### config.mk
export PLATFORM = sky130hd
export DESIGN_NAME = rand_arbiter
export DESIGN_NICKNAME = d
export VERILOG_FILES = /design/src/rtl/rand_arbiter_pkg.sv /design/src/rtl/rand_arbiter_rr_pick.sv /design/src/rtl/rand_arbiter.sv
export SDC_FILE = /design/constraint.sdc
export NUM_CORES = 1
export LEC_CHECK = 0
export ABC_AREA = 1
export CORE_MARGIN = 2
export CORE_UTILIZATION = 40
export DETAILED_ROUTE_END_ITERATION = 10
export DONT_BUFFER_PORTS = 1
export GPL_TIMING_DRIVEN = 1
export SLEW_MARGIN = 20
export SYNTH_ARGS = -nofsm -noshare
export SYNTH_HDL_FRONTEND = slang
export SYNTH_HIERARCHICAL = 1
export SYNTH_SLANG_ARGS = --single-unit
### constraint.sdc
create_clock -name clk_rand_arbiter -period 1.6 [get_ports clk_rand_arbiter]
set_clock_uncertainty 0.05 [all_clocks]
set_input_delay 0.32 -clock clk_rand_arbiter [delete_from_list [all_inputs] [get_ports clk_rand_arbiter]]
set_output_delay 0.32 -clock clk_rand_arbiter [all_outputs]
set_load 0.05 [all_outputs]
### src/rtl/rand_arbiter_pkg.sv
// Shared types and width helpers for the rand_arbiter block.
// The fold state is only reachable when RAND_ARB_FOLD_EN is defined.
package rand_arbiter_pkg;

  typedef enum logic [2:0] {
    IDLE    = 3'd0,
    ROLL    = 3'd1,
    CAPTURE = 3'd2,
    FOLD    = 3'd3,
    DONE    = 3'd4
  } state_t;

  // Pointer width for an arbiter with n requesters (clog2, at least one bit).
  function automatic int ptr_w(input int n);
    return (n > 1) ? $clog2(n) : 1;
  endfunction

  // Roll counter width: must hold ROLL_CYCLES-1.
  function automatic int cnt_w(input int cycles);
    return (cycles > 1) ? $clog2(cycles) : 1;
  endfunction

endpackage

### src/rtl/rand_arbiter_rr_pick.sv
// Combinational round-robin picker: first set request at or above ptr, with wrap.
// Shared with button/event arbitration elsewhere, so it carries no state.
module rr_pick #(
  parameter int N_REQ = 2,
  parameter int PTR_W = 1
) (
  input  logic [N_REQ-1:0] req,
  input  logic [PTR_W-1:0] ptr,
  output logic [N_REQ-1:0] onehot,
  output logic [PTR_W-1:0] idx,
  output logic             found
);

  logic [PTR_W-1:0] pos;

  always_comb begin
    onehot = '0;
    idx    = '0;
    found  = 1'b0;
    pos    = '0;
    for (int k = 0; k < N_REQ; k++) begin
      pos = PTR_W'((int'(ptr) + k) % N_REQ);
      if (!found && req[pos]) begin
        found       = 1'b1;
        idx         = pos;
        onehot[pos] = 1'b1;
      end
    end
  end

endmodule

### src/rtl/rand_arbiter.sv
// Shares one `random` counter between N_REQ requesters: pick, roll, capture, grant.
// Define RAND_ARB_FOLD_EN to fold the captured value into [LO,HI] before the grant.
//
// Handshake: a requester holds its i_req bit high until its o_gnt bit pulses;
// o_valid pulses with o_gnt and o_value stays stable until the next capture.
module rand_arbiter
  import rand_arbiter_pkg::*;
#(
  parameter int WIDTH       = 7,
  parameter int N_REQ       = 2,
  parameter int ROLL_CYCLES = 3,
  parameter int LO          = 0,
  parameter int HI          = 127
) (
  input  logic             clk_rand_arbiter,
  input  logic             rst_rand_arbiter,
  input  logic [N_REQ-1:0] i_req,
  input  logic [WIDTH-1:0] i_random_binary,
  output logic             o_roll,
  output logic [N_REQ-1:0] o_gnt,
  output logic [WIDTH-1:0] o_value,
  output logic             o_valid,
  output logic             o_busy,
  output state_t           dbg_state
);

  localparam int PTR_W = ptr_w(N_REQ);
  localparam int CNT_W = cnt_w(ROLL_CYCLES);
  localparam logic [CNT_W-1:0] CNT_INIT = CNT_W'(ROLL_CYCLES - 1);
  localparam logic [PTR_W-1:0] LAST_IDX = PTR_W'(N_REQ - 1);

`ifdef RAND_ARB_FOLD_EN
  localparam logic [WIDTH:0]   RANGE = (WIDTH + 1)'(HI - LO + 1);
  localparam logic [WIDTH-1:0] LO_V  = WIDTH'(LO);
`endif

  if (N_REQ < 2 || N_REQ > 8 || ROLL_CYCLES < 1 || LO < 0 || LO > HI ||
      HI >= (1 << WIDTH)) begin : g_bad_params
    $error("rand_arbiter: illegal parameter set");
  end

  state_t             state_q, state_d;
  logic [CNT_W-1:0]   cnt_q, cnt_d;
  logic [PTR_W-1:0]   ptr_q, ptr_d;
  logic [PTR_W-1:0]   win_idx_q, win_idx_d;
  logic [N_REQ-1:0]   win_oh_q, win_oh_d;
  logic [WIDTH-1:0]   value_q, value_d;
  logic               roll_q, roll_d;

  logic [N_REQ-1:0]   pick_oh;
  logic [PTR_W-1:0]   pick_idx;
  logic               pick_found;

  rr_pick #(
    .N_REQ (N_REQ),
    .PTR_W (PTR_W)
  ) u_pick (
    .req    (i_req),
    .ptr    (ptr_q),
    .onehot (pick_oh),
    .idx    (pick_idx),
    .found  (pick_found)
  );

  always_ff @(posedge clk_rand_arbiter or posedge rst_rand_arbiter) begin
    if (rst_rand_arbiter) begin
      state_q   <= IDLE;
      cnt_q     <= '0;
      ptr_q     <= '0;
      win_idx_q <= '0;
      win_oh_q  <= '0;
      value_q   <= '0;
      roll_q    <= 1'b0;
    end else begin
      state_q   <= state_d;
      cnt_q     <= cnt_d;
      ptr_q     <= ptr_d;
      win_idx_q <= win_idx_d;
      win_oh_q  <= win_oh_d;
      value_q   <= value_d;
      roll_q    <= roll_d;
    end
  end

  always_comb begin
    state_d   = state_q;
    cnt_d     = cnt_q;
    ptr_d     = ptr_q;
    win_idx_d = win_idx_q;
    win_oh_d  = win_oh_q;
    value_d   = value_q;
    roll_d    = roll_q;
    o_gnt     = '0;
    o_valid   = 1'b0;
    case (state_q)
      IDLE: begin
        // Winner is frozen here; later changes on i_req cannot redirect the grant.
        if (pick_found) begin
          win_idx_d = pick_idx;
          win_oh_d  = pick_oh;
          cnt_d     = CNT_INIT;
          roll_d    = 1'b1;
          state_d   = ROLL;
        end
      end
      ROLL: begin
        if (cnt_q == '0) begin
          roll_d  = 1'b0;
          state_d = CAPTURE;
        end else begin
          cnt_d = cnt_q - CNT_W'(1);
        end
      end
      CAPTURE: begin
        value_d = i_random_binary;
`ifdef RAND_ARB_FOLD_EN
        state_d = FOLD;
`else
        state_d = DONE;
`endif
      end
`ifdef RAND_ARB_FOLD_EN
      FOLD: begin
        // Repeated subtraction: one RANGE per cycle, then shift up by LO.
        if ({1'b0, value_q} >= RANGE) begin
          value_d = value_q - RANGE[WIDTH-1:0];
        end else begin
          value_d = value_q + LO_V;
          state_d = DONE;
        end
      end
`endif
      DONE: begin
        o_gnt   = win_oh_q;
        o_valid = 1'b1;
        ptr_d   = (win_idx_q == LAST_IDX) ? '0 : win_idx_q + PTR_W'(1);
        state_d = IDLE;
      end
      default: state_d = IDLE;
    endcase
  end

  assign o_roll    = roll_q;
  assign o_value   = value_q;
  assign o_busy    = (state_q != IDLE);
  assign dbg_state = state_q;

endmodule

==> results.json <==
{
  "die_w_um": 48.2,
  "dp_slack_ns": 0.201,
  "dp_cells": 127,
  "via_per_inst": 4.45,
  "place_hpwl_um": 1080,
  "async_flop_share_pct": 100,
  "grt_max_degree": 18,
  "syn-cell-area_um2": 781,
  "antenna_found_initial": 0,
  "cts.htree.levels": 1,
  "syn_nets": 107,
  "num_rows": 15,
  "critical_path.max_fanout": 3,
  "vias": 592,
  "fin_nets": 121,
  "endpoint_kind": "output pin",
  "wl_um": 1460,
  "crit_type": "reg2out",
  "drt_iter0_drc": 8,
  "overflow": 0,
  "numCtsBuffers": 3,
  "status": "finished, final reports clean",
  "yosysTopAreaCell": "dfrtp_1",
  "synth_common_cells": "nand2_1 (37), dfrtp_1 (17), inv_1 (15)",
  "setup_viol": 0,
  "crit_arrival_ns": 1.21,
  "period_share_pct": 98.5,
  "gp_congestion": 0.760,
  "die_area_mm2": 0.00232,
  "ios": 26,
  "rsz0062_at_grt": "true",
  "worst_slew_pin_slew_ns": 0.618,
  "yosys_warnings": 6,
  "synth_edf_count": 0,
  "max-cap-violations": 0,
  "min_path_type": "in2reg",
  "grt_usage_pct": 13.8,
  "io_buffers": 0,
  "cts_root_buffer": "clkbuf_4",
  "synth_area_leaders": "dfrtp_1 (54%), nand2_1 (18%), inv_1 (7.2%), nand3_4 (4.5%), nor2_1 (3.8%)",
  "cts_buffer_depth": 2,
  "yosysMostFrequentCell": "nand2_1",
  "setup_tns_ns": 0,
  "clk_pin_slew_ns": 0.10,
  "start_util_pct": 43.8,
  "numClockSinks": 17,
  "core_area_mm2": 0.00178,
  "yosysUniqueCellTypes": 13,
  "slew_violations": 0,
  "ant_nets": 0,
  "critPathLaunchType": "flop",
  "finalHoldViolCount": 0,
  "fmax_mhz": 634,
  "finalNonFillerCells": 133,
  "synth-main-ff-cell": "dfrtp_1",
  "fin_ws_ns": 0.0238,
  "synth_top_area_share_pct": 54.5,
  "grt_pass1_wl_um": 2100,
  "period_minus_slack_ns": 1.58,
  "syn_area_per_cell_um2": 8.22,
  "cts_tree": "yes",
  "die_h_um": 48.2,
  "cp.required_ns": 1.23,
  "synthCells": 95,
  "drive_gt1_share_pct": 25.9,
  "drtPass1Iterations": 3,
  "slew_headroom_pct": 58.8,
  "grt_pass1_vias": 479,
  "drc": 0,
  "area_growth_pct": 29.2,
  "yosysSeqAreaShare_pct": 54.5,
  "wl_per_cell_um": 11.0,
  "clk-insertion-delay-late_ns": 0.29,
  "ys_ff_latch": 17,
  "antenna_cells": 0
}
through the flow:
stage                     utilization (%)  hold slack [ns]  area (um2)
after floorplan                         -            0.196         803
after global placement               51.2            0.279         912
after detailed placement             51.2            0.274         912
after CTS                            54.4           0.0742         970
after global routing                 56.6           0.0776        1010
final                                56.6           0.0815        1010
state kept, by name, indices dropped and copies added, names as in the netlist:
| signal | cells |
|---|---|
| o_value | 7 |
| dbg_state | 3 |
| cnt_q | 2 |
| win_oh_q | 2 |
| o_roll | 1 |
| ptr_q | 1 |
| win_idx_q | 1 |
layout make-up:
class,instances,area [um2]
Sequential cell,17,429
Clock inverter,1,5.00
Tap cell,25,31.3
Fill cell,169,774
Timing Repair Buffer,9,126
Inverter,17,70.1
Clock buffer,3,22.5
Multi-Input combinational cell,61,324
layout by cell type (no fill, tap or decap), drive strengths merged:
cell type     n
nand4         1
dfrtp        17
buf           8
ha            1
o21ai         5
nand2        38
clkinvlp      1
clkbuf        3
inv          16
dlygate4sd3   1
clkinv        1
nor2         10
nand3         6
per-layer routing:
layer	GRT usage, %	part of all wire, %	wire length, um
met5	0	0	0
met4	11.4	1.8	27
met3	3.33	3.5	51
met2	18.7	49	715
met1	18.3	46	668
timing repair:
item                                   4_1_cts  5_1_grt
setup endpoints to repair                    4        4
gates resized for setup                      4       10
endpoints found under the hold margin       17        0
hold buffers                                 1        0
cloned                                       0        0
pin swaps                                    1        2
buffers inserted                             1        0
path summary, 6_finish.rpt:
check	cells past startpoint	to	startpoint	slack [ns]
setup / recovery	4	o_busy	dbg_state[1]	0.02
hold / removal	2	o_value[3]	i_random_binary[3]	0.08
setup reg to reg	6	cnt_q[0]	dbg_state[1]	0.26
hold reg to reg	1	ptr_q	win_idx_q	0.43
max in group asynchronous	2	dbg_state[1]	rst_rand_arbiter	0.58
min in group asynchronous	2	win_oh_q[1]	rst_rand_arbiter	0.48
cell families (layout without fill, tap and decap cells):
logic type / count (synthesis) / in the layout / synth area share, %
AOI/OAI and AO/OA: 5 / 5 / 3.20
adders and majority gates: 1 / 1 / 1.60
buffers and inverters: 17 / 30 / 8.17
DFF: 17 / 17 / 54.5
and+or+nand+nor: 55 / 55 / 32.5
critical path, stage by stage (launching register included):
cell and delay [ns]:
dfrtp_2 0.45, buf_12 0.16, nor2_4 0.10, nand2_2 0.06
buf_8 0.15
Power is not shown: default switching activity piles up to over one toggle a cycle in this logic, so the estimate is an artifact.
